==> src/rtl/usb_rx_nrzi_decoder.sv <==
// USB full-speed receive front end: NRZI decode, SYNC/EOP detection and bit unstuffing.
// Optional bus-reset detector enabled by defining USB_RX_BUS_RESET_DET_EN.
`default_nettype none

module usb_rx_nrzi_decoder #(
    parameter int RESET_SE0_BITS = 30
) (
    input  logic clk,
    input  logic rst_n,
    input  logic rx_dp,
    input  logic rx_dm,
    input  logic bit_stb,
    output logic data_out,
    output logic data_valid,
    output logic pkt_active,
    output logic sync_det,
    output logic eop_det,
    output logic rx_error
`ifdef USB_RX_BUS_RESET_DET_EN
    ,
    output logic bus_reset
`endif
);

    localparam int CW = $clog2(RESET_SE0_BITS + 1);

    typedef enum logic [1:0] {
        S_IDLE = 2'd0,
        S_SYNC = 2'd1,
        S_DATA = 2'd2,
        S_EOP  = 2'd3
    } state_t;

    state_t        state_q, state_d;
    logic          prev_j_q, prev_j_d;
    logic [6:0]    sync_sr_q, sync_sr_d;
    logic [2:0]    bit_cnt_q, bit_cnt_d;
    logic [2:0]    ones_q, ones_d;
    logic [CW-1:0] se0_cnt_q, se0_cnt_d;
    logic          data_out_q, data_out_d;
    logic          dv_q, dv_d;
    logic          pkt_q, pkt_d;
    logic          sync_q, sync_d;
    logic          eop_q, eop_d;
    logic          err_q, err_d;

    logic w_j, w_k, w_se0, w_se1, w_bit;

    assign w_j   =  rx_dp & ~rx_dm;
    assign w_k   = ~rx_dp &  rx_dm;
    assign w_se0 = ~rx_dp & ~rx_dm;
    assign w_se1 =  rx_dp &  rx_dm;
    // On a J/K sample, dp alone identifies the state; equal to previous means a 1.
    assign w_bit = (rx_dp == prev_j_q);

    always_comb begin
        state_d    = state_q;
        prev_j_d   = prev_j_q;
        sync_sr_d  = sync_sr_q;
        bit_cnt_d  = bit_cnt_q;
        ones_d     = ones_q;
        se0_cnt_d  = se0_cnt_q;
        data_out_d = data_out_q;
        pkt_d      = pkt_q;
        dv_d       = 1'b0;
        sync_d     = 1'b0;
        eop_d      = 1'b0;
        err_d      = 1'b0;

        if (bit_stb) begin
            if (w_j || w_k) begin
                prev_j_d = rx_dp;
            end
            case (state_q)
                S_IDLE: begin
                    if (w_k) begin
                        state_d   = S_SYNC;
                        sync_sr_d = '0;
                        bit_cnt_d = 3'd1;
                    end
                end
                S_SYNC: begin
                    if (w_se0) begin
                        state_d   = S_EOP;
                        se0_cnt_d = CW'(1);
                    end else if (w_se1) begin
                        state_d = S_IDLE;
                        err_d   = 1'b1;
                        pkt_d   = 1'b0;
                    end else if (bit_cnt_q == 3'd7) begin
                        if (sync_sr_q == '0 && w_bit) begin
                            state_d = S_DATA;
                            sync_d  = 1'b1;
                            pkt_d   = 1'b1;
                            ones_d  = 3'd1;
                        end else begin
                            state_d = S_IDLE;
                        end
                    end else begin
                        sync_sr_d = {sync_sr_q[5:0], w_bit};
                        bit_cnt_d = bit_cnt_q + 3'd1;
                    end
                end
                S_DATA: begin
                    if (w_se0) begin
                        state_d   = S_EOP;
                        se0_cnt_d = CW'(1);
                    end else if (w_se1) begin
                        state_d = S_IDLE;
                        err_d   = 1'b1;
                        pkt_d   = 1'b0;
                    end else if (ones_q == 3'd6) begin
                        // Six ones in a row: this bit must be the stuffed 0.
                        ones_d = 3'd0;
                        if (w_bit) begin
                            state_d = S_IDLE;
                            err_d   = 1'b1;
                            pkt_d   = 1'b0;
                        end
                    end else begin
                        dv_d       = 1'b1;
                        data_out_d = w_bit;
                        ones_d     = w_bit ? ones_q + 3'd1 : 3'd0;
                    end
                end
                S_EOP: begin
                    if (w_se0) begin
                        if (se0_cnt_q != CW'(RESET_SE0_BITS)) begin
                            se0_cnt_d = se0_cnt_q + 1'b1;
                        end
                    end else begin
                        state_d = S_IDLE;
                        pkt_d   = 1'b0;
                        if (w_j && se0_cnt_q >= CW'(1) && se0_cnt_q <= CW'(3)) begin
                            eop_d = 1'b1;
                        end else begin
                            err_d = 1'b1;
                        end
                    end
                end
                default: state_d = S_IDLE;
            endcase
        end
    end

    always_ff @(posedge clk or negedge rst_n) begin
        if (!rst_n) begin
            state_q    <= S_IDLE;
            prev_j_q   <= 1'b1;
            sync_sr_q  <= '0;
            bit_cnt_q  <= '0;
            ones_q     <= '0;
            se0_cnt_q  <= '0;
            data_out_q <= 1'b0;
            dv_q       <= 1'b0;
            pkt_q      <= 1'b0;
            sync_q     <= 1'b0;
            eop_q      <= 1'b0;
            err_q      <= 1'b0;
        end else begin
            state_q    <= state_d;
            prev_j_q   <= prev_j_d;
            sync_sr_q  <= sync_sr_d;
            bit_cnt_q  <= bit_cnt_d;
            ones_q     <= ones_d;
            se0_cnt_q  <= se0_cnt_d;
            data_out_q <= data_out_d;
            dv_q       <= dv_d;
            pkt_q      <= pkt_d;
            sync_q     <= sync_d;
            eop_q      <= eop_d;
            err_q      <= err_d;
        end
    end

    assign data_out   = data_out_q;
    assign data_valid = dv_q;
    assign pkt_active = pkt_q;
    assign sync_det   = sync_q;
    assign eop_det    = eop_q;
    assign rx_error   = err_q;

`ifdef USB_RX_BUS_RESET_DET_EN
    // Counts consecutive SE0 samples regardless of packet state.
    logic [CW-1:0] br_cnt_q, br_cnt_d;
    logic          bus_reset_q, bus_reset_d;

    always_comb begin
        br_cnt_d    = br_cnt_q;
        bus_reset_d = bus_reset_q;
        if (bit_stb) begin
            if (w_se0) begin
                if (br_cnt_q != CW'(RESET_SE0_BITS)) begin
                    br_cnt_d = br_cnt_q + 1'b1;
                end
                bus_reset_d = (br_cnt_d == CW'(RESET_SE0_BITS));
            end else begin
                br_cnt_d    = '0;
                bus_reset_d = 1'b0;
            end
        end
    end

    always_ff @(posedge clk or negedge rst_n) begin
        if (!rst_n) begin
            br_cnt_q    <= '0;
            bus_reset_q <= 1'b0;
        end else begin
            br_cnt_q    <= br_cnt_d;
            bus_reset_q <= bus_reset_d;
        end
    end

    assign bus_reset = bus_reset_q;
`endif

endmodule

`default_nettype wire

==> config.mk <==
export PLATFORM = sky130hd
export DESIGN_NAME = usb_rx_nrzi_decoder
export DESIGN_NICKNAME = d
export VERILOG_FILES = /design/src/rtl/usb_rx_nrzi_decoder.sv
export SDC_FILE = /design/constraint.sdc
export NUM_CORES = 1
export LEC_CHECK = 0
export CELL_PAD_IN_SITES_DETAIL_PLACEMENT = 0
export CELL_PAD_IN_SITES_GLOBAL_PLACEMENT = 1
export CORE_MARGIN = 4
export CORE_UTILIZATION = 49
export CTS_CLUSTER_DIAMETER = 100
export DETAILED_ROUTE_END_ITERATION = 16
export GPL_ROUTABILITY_DRIVEN = 0
export PLACE_DENSITY = 0.91
export SLEW_MARGIN = 20
export SYNTH_ARGS = -nofsm -noshare
export SYNTH_HDL_FRONTEND = slang
export SYNTH_SLANG_ARGS = --single-unit
==> constraint.sdc <==
create_clock -name clk -period 4.5 [get_ports clk]
set_clock_uncertainty 0.2 [all_clocks]
set_input_delay 1.125 -clock clk [delete_from_list [all_inputs] [get_ports clk]]
set_output_delay 1.125 -clock clk [all_outputs]
set_load 0.03 [all_outputs]
==> impl_metrics.csv, run 1 <==
group,metric,value,unit
drt,drt_iter0_markers,83,
global_routing,met3_usage,2.721,%
cells_and_area,most-common-layout-cells,"nand2_1, dfrtp_1, ha_1, inv_1, clkdlybuf4s50_1",
floorplan,die_area,4413,um2
critical_path,critical_path_arrival,3450,ps
drt,num_vias,1288,
global_routing,met1_usage,22.83,%
global_routing,grt_pass1_vias,1275,
cells_and_area,layout-drive-gt1-share,10.56,%
placement,place_ws,723.6,ps
critical_path,worstPathRequired,4540,ps
global_routing,grtUsageTotal,17.31,%
cells_and_area,fin_area,1826,um2
placement,place_area,1799,um2
critical_path,critPathLaunchType,"primary input",
yosys,ys_ff_latch,27,
critical_path,r2r_start,"state_q[1]$_DFFE_PN0P_",
sta,tightest_slew,761.3,ps
cells_and_area,nNetsFinal,203,
clock_network,clock_latency,340,ps
yosys,async_flop_share,100.0,%
power_and_ir_drop,p_seq_share,38.6,%
clock_network,cts_root_buf,"clkbuf_4",
sta,worst_slack,1085,ps
global_routing,grt-ovfl-total,0,
critical_path,cp-end-kind,"flip-flop",
sta,finalCriticalPeriod,3415,ps
floorplan,rows,20,
yosys,synth_area,1673,um2
yosys,yosys.cell_types.count,47,
sta,setup_viol,0,
sta,setup_tns,0,ps
sta,maxSlewHeadroom,49.24,%
sta,drv_slew,0,
clock_network,clock_path_buffers,2,
critical_path,startpoint,"rx_dp",
critical_path,rrSetupSlack,1950,ps
clock_network,post_cts_buffers,0,
status,status,"finished clean",
sta,rsz0062_at_grt,"no",
power_and_ir_drop,clockPowerShare,11.6,%
clock_network,cts_hold_buf,0,
floorplan,die_w,66.43,um
clock_network,h-tree-depth,1,
critical_path,reg2reg_to,"state_q[1]$_DFFE_PN0P_",
power_and_ir_drop,leakage,0.8045,nW
clock_network,cts.sinks,27,
yosys,synth_fp_nets,193,
sta,hold_viol,0,
critical_path,path_max_fanout,19,
yosys,synth_seq_area_share,40.46,%
global_routing,antenna_found_initial,0,
drt,antenna_left,0,
power_and_ir_drop,switchingPower,413.5,uW
drt,drt_wl_total,3322,um
critical_path,r2r_cells,6,
sta,timing.final.crit_share,75.88,%
power_and_ir_drop,p_int,533.8,uW
yosys,avgSynthCellArea,9.783,um2
floorplan,start_util,53.06,%
min_path,hold_start,"data_out$_DFFE_PN0P_",
drt,post_drt_via_cell_ratio,5.750,
min_path,hp-class,"flip-flop to flip-flop",
global_routing,grt-busiest-layer,"met2",
power_and_ir_drop,power_frac_comb,49.9,%
clock_network,cts_resized,0,
placement,place_hpwl,2440,um
floorplan,coreArea,3153,um2
power_and_ir_drop,power_density,518.9,nW/um2
sta,fmax,292.9,MHz
global_routing,met2_usage,28.13,%
yosys,synth_edf_count,0,
cells_and_area,diodes,0,
yosys,ys.flop_type,"dfrtp_1",
yosys,synthCells,171,
power_and_ir_drop,ir_worst_vdd,0.0002203,V
power_and_ir_drop,p_sw_share,43.65,%
power_and_ir_drop,power,947.3,uW
critical_path,worstSetupPathType,"primary input to flip-flop",
cells_and_area,syn_to_final_growth,9.125,%
drt,drt_pass1_iterations,4,
global_routing,grt_max_degree,28,
yosys,ys_warn_count,0,
min_path,hold_path_depth,1,
min_path,worst_hold_path.endpoint,"data_out$_DFFE_PN0P_",
drt,wire_per_inst,14.83,um
floorplan,dieHeight,66.43,um
cells_and_area,fillers,299,
clock_network,clkSlewWorstSetupHoldPaths,150,ps
floorplan,ioPinCount,11,
clock_network,cts_tree,"yes",
flow_run,max-cap-violations,0,
drt,drcViolationCount,0,
global_routing,grt_pass1_wl,5823,um
clock_network,numCtsBuffers,3,
placement,io_buffers,10,
-- layer usage --
layer | vias to the layer above | wire length (um) | part of all wire, %
li1 | 628 | - | -
met3 | 5 | 84 | 2.5
met1 | 641 | 1579 | 48
met2 | 14 | 1602 | 48
met4 | 0 | 56 | 1.7
met5 | - | 0 | 0
-- cells in the mapped netlist (2+ instances only) --
cell / n / share of area (%)
mux2_1: 2 / 1.3
a211oi_1: 2 / 0.90
nand2_1: 26 / 5.8
o41ai_1: 2 / 1.0
nand4_1: 3 / 1.1
nor2b_1: 2 / 0.75
mux2i_1: 2 / 1.2
o22ai_1: 2 / 0.75
ha_1: 17 / 13
nand3_1: 6 / 1.8
buf_2: 2 / 0.60
dfrtp_1: 26 / 39
nor3_1: 4 / 1.2
clkbuf_1: 2 / 0.45
o211ai_1: 2 / 0.90
o2111ai_2: 2 / 1.8
nor4_1: 2 / 0.75
nor4_2: 2 / 1.5
a31oi_1: 2 / 0.75
o31ai_1: 3 / 1.3
o21ai_1: 9 / 2.7
a21oi_1: 3 / 0.90
inv_1: 16 / 3.6
a31o_2: 2 / 1.0
o21ai_0: 6 / 1.8
nor2_1: 3 / 0.67
-- layout make-up --
type	count	area, um2	area share (%)
Inverter	16	60.06	3.290
Timing Repair Buffer	11	107.6	5.894
Multi-Input combinational cell	122	899.6	49.28
Tap cell	44	55.05	3.016
Sequential cell	27	676.9	37.08
Clock buffer	4	26.28	1.439
-- power groups by stage --
stage | Combinational, mW | Clock [mW] | Sequential, mW
floorplan | 0.346 | 0 | 0.381
global placement | 0.453 | 0 | 0.365
detailed placement | 0.473 | 0 | 0.370
CTS | 0.476 | 0.115 | 0.365
global route | 0.531 | 0.124 | 0.376
finish | 0.472 | 0.110 | 0.365
-- cells by family after synthesis --
family                   after synthesis  share of synthesized area, %
adder cells (fa/ha/maj)               17                         12.71
XOR/XNOR                               2                         1.496
flip-flops                            27                         40.46
AND/OR/NAND/NOR                       56                         17.65
multiplexers                           6                         4.113
buffers and inverters                 22                         5.760
AO/OA/AOI/OAI                         41                         17.80
-- how the worst max path moves through the flow --
stage | endpoint | slack, ps | cells past startpoint
final | bit_cnt_q[0]$_DFFE_PN0P_ | 1090 | 6
after global placement | bit_cnt_q[0]$_DFFE_PN0P_ | 830 | 6
after floorplan | state_q[1]$_DFFE_PN0P_ | 1720 | 7
after CTS | bit_cnt_q[0]$_DFFE_PN0P_ | 1090 | 6
after global routing | bit_cnt_q[0]$_DFFE_PN0P_ | 910 | 6
after detailed placement | bit_cnt_q[0]$_DFFE_PN0P_ | 720 | 6
-- critical path, cell delays in order --
cell and delay [ps]:
clkdlybuf4s50_1 630, inv_1 120, ha_1 350, o31ai_1 320, o2111ai_2 460, mux2_2 430
-- sequential cells by signal (all words and copies together) (netlist names), 2 cells and up --
signal and flops:
state_q 2, se0_cnt_q 5, ones_q 3, bit_cnt_q 3
sync_sr_q 7
-- through the flow --
stage	cells	hold slack [ps]	util, %
floorplan	171	256.6	-
global placement	220	272.0	57.06
finish	224	316.4	57.90
CTS	224	318.8	57.90
global route	224	330.9	57.90
detailed placement	220	279.3	57.06
(Power assumes the default switching activity.)
==> run 2, diff against run 1 <==
Settings changed: CORE_UTILIZATION 49 to 41, PLACE_DENSITY 0.91 to 0.83.
Clock period 4.5 ns to 3.1 ns, I/O delays scaled along.
==> run 2 against run 1 <==
Compared with the run above: final area is 4.0% higher; sequential cell count is the same; count of clock-buffer cells in the layout is 1 lower; routed wire length grew 3.1%; total power increased by 53%; largest cell class unchanged; highest routed layer unchanged.
==> impl_metrics.csv, run 2 (synthesis results as in run 1) <==
group,metric,value,unit
global_routing,grt_max_degree,28,
power_and_ir_drop,leakage,0.8450,nW
critical_path,reg2reg_to,"state_q[1]$_DFFE_PN0P_",
power_and_ir_drop,power,1.453,mW
critical_path,critPathLaunchType,"primary input",
sta,maxSlewHeadroom,70.60,%
cells_and_area,syn_to_final_growth,13.54,%
power_and_ir_drop,ir_worst_vdd,0.0003548,V
cells_and_area,largest_registers,"sync_sr_q (7), se0_cnt_q (5)",
placement,place_area,1849,um2
power_and_ir_drop,clockPowerShare,14.8,%
critical_path,cp_num_cells,7,
power_and_ir_drop,p_int,838.0,uW
floorplan,coreArea,3799,um2
clock_network,clock_latency,280,ps
power_and_ir_drop,power_density,765.2,nW/um2
power_and_ir_drop,p_seq_share,36.4,%
floorplan,start_util,44.04,%
critical_path,worstSetupPathType,"primary input to flip-flop",
cells_and_area,fin_area,1899,um2
sta,rsz0062_at_grt,"no",
drt,drt_wl_total,3424,um
critical_path,critical_path_arrival,2670,ps
drt,drcViolationCount,0,
drt,drt_iter0_markers,29,
global_routing,antenna_found_initial,0,
cells_and_area,multiInputGateArea,899.6,um2
floorplan,dieHeight,71.88,um
cells_and_area,layout-drive-gt1-share,13.98,%
sta,hold_viol,0,
min_path,hold_path_depth,2,
clock_network,post_cts_buffers,0,
floorplan,rows,22,
power_and_ir_drop,p_sw_share,42.34,%
critical_path,rrSetupSlack,680,ps
sta,tightest_slew,441.1,ps
floorplan,ioPinCount,11,
critical_path,path_max_fanout,4,
drt,drt_pass1_iterations,4,
min_path,worst_hold_path.endpoint,"bit_cnt_q[1]$_DFFE_PN0P_",
critical_path,critPathSlowestCell,"or4b_4",
placement,io_buffers,10,
floorplan,die_area,5166,um2
critical_path,r2r_cells,7,
drt,wire_per_inst,14.63,um
clock_network,cts_root_buf,"clkbuf_8",
min_path,hold_start,"bit_cnt_q[1]$_DFFE_PN0P_",
critical_path,critical_path_buf_inv_count,2,
clock_network,cts_tree,"yes",
min_path,hp-class,"flip-flop to flip-flop",
cells_and_area,register_area,676.9,um2
drt,antenna_left,0,
global_routing,grt_pass1_wl,5823,um
critical_path,worstPathRequired,3070,ps
drt,num_vias,1266,
cells_and_area,fillers,349,
critical_path,crit_path_cell_trace,"clkdlybuf4s50_1, inv_1, ha_1, or4b_4, o2111ai_2, a31oi_4, mux2_4",
sta,fmax,370.0,MHz
floorplan,die_w,71.88,um
global_routing,grtUsageTotal,14.11,%
clock_network,numCtsBuffers,3,
power_and_ir_drop,switchingPower,615.4,uW
clock_network,clock_path_buffers,2,
cells_and_area,diodes,0,
cells_and_area,nNetsFinal,209,
clock_network,cts.sinks,27,
critical_path,cp_top_family,"buffers and inverters",
cells_and_area,largest_reg_flops,7,
status,status,"finished clean",
cells_and_area,top_register,"sync_sr_q",
critical_path,cp-end-kind,"flip-flop",
clock_network,cts_resized,0,
cells_and_area,most-common-layout-cells,"nand2_1, dfrtp_1, ha_1, inv_1, clkdlybuf4s50_1",
sta,finalCriticalPeriod,2703,ps
flow_run,max-cap-violations,0,
clock_network,h-tree-depth,1,
power_and_ir_drop,power_frac_comb,48.7,%
clock_network,cts_hold_buf,0,
sta,setup_tns,0,ps
drt,post_drt_via_cell_ratio,5.410,
global_routing,grt-ovfl-total,0,
critical_path,r2r_start,"state_q[1]$_DFFE_PN0P_",
critical_path,slowest_delay,550,ps
global_routing,grt_pass1_vias,1232,
sta,timing.final.crit_share,87.19,%
sta,setup_viol,0,
sta,drv_slew,0,
clock_network,clkSlewWorstSetupHoldPaths,100,ps
placement,place_hpwl,2601,um
## run 2: cell types whose count changed in the layout (fill, tap and decap cells not counted)
| cell | before | now |
|---|---|---|
| buf_4 | 1 | 7 |
| clkbuf_1 | 1 | 0 |
| clkbuf_4 | 3 | 0 |
| clkbuf_8 | 0 | 3 |
| inv_6 | 0 | 1 |
## run 2: how the worst max path moves through the flow
stage	end	slack [ps]	from
after detailed placement	state_q[1]$_DFFE_PN0P_	120	rx_dm
after global routing	state_q[1]$_DFFE_PN0P_	370	rx_dm
after CTS	state_q[1]$_DFFE_PN0P_	410	rx_dp
after global placement	state_q[1]$_DFFE_PN0P_	190	rx_dp
final	state_q[1]$_DFFE_PN0P_	400	rx_dp
after floorplan	state_q[1]$_DFFE_PN0P_	670	rx_dp
## run 2: cell type report
class / instances / share of cell area, %
clock buffer: 3 / 2.174
clock inverter: 1 / 0.4611
inverter: 16 / 3.162
multi-input combinational: 122 / 47.37
sequential: 27 / 35.64
tap: 48 / 3.162
timing repair buffer: 17 / 8.037
## run 2: power groups by stage
stage          clock (mW)  sequential (mW)  combinational, mW
3_3_place_gp            0            0.532              0.685
4_1_cts             0.221            0.531              0.710
2_1_floorplan           0            0.553              0.502
5_1_grt             0.241            0.545              0.790
6_report            0.216            0.530              0.708
3_5_place_dp            0            0.538              0.706
## run 2: tightest hold or removal path, cell delays in order (launching register included)
cell and delay (ps):
dfrtp_1 370, nand2_1 50, o21ai_1 60
## run 2: per-stage QoR
step	hold WS [ps]	utilization (%)	cells	setup WS [ps]
3_3_place_gp	271.6	48.68	230	185.5
5_1_grt	342.8	50.00	234	374.2
2_1_floorplan	256.6	-	171	665.4
4_1_cts	317.7	50.00	234	410.1
3_5_place_dp	290.1	48.68	230	115.6
6_report	309.8	50.00	234	397.1
## run 2: layer usage
layer	routed length, um	vias up	track usage [%]
li1	-	636	-
met1	1604	616	19.29
met2	1725	12	23.27
met3	76	2	2.244
met4	19	0	3.549
met5	0	-	0
==> run 3, diff against run 2 <==
Settings changed: GPL_ROUTABILITY_DRIVEN 0 to not set.
==> results of run 3 <==
Same layout as run 2: the final DEF is identical, and so are final timing and power.
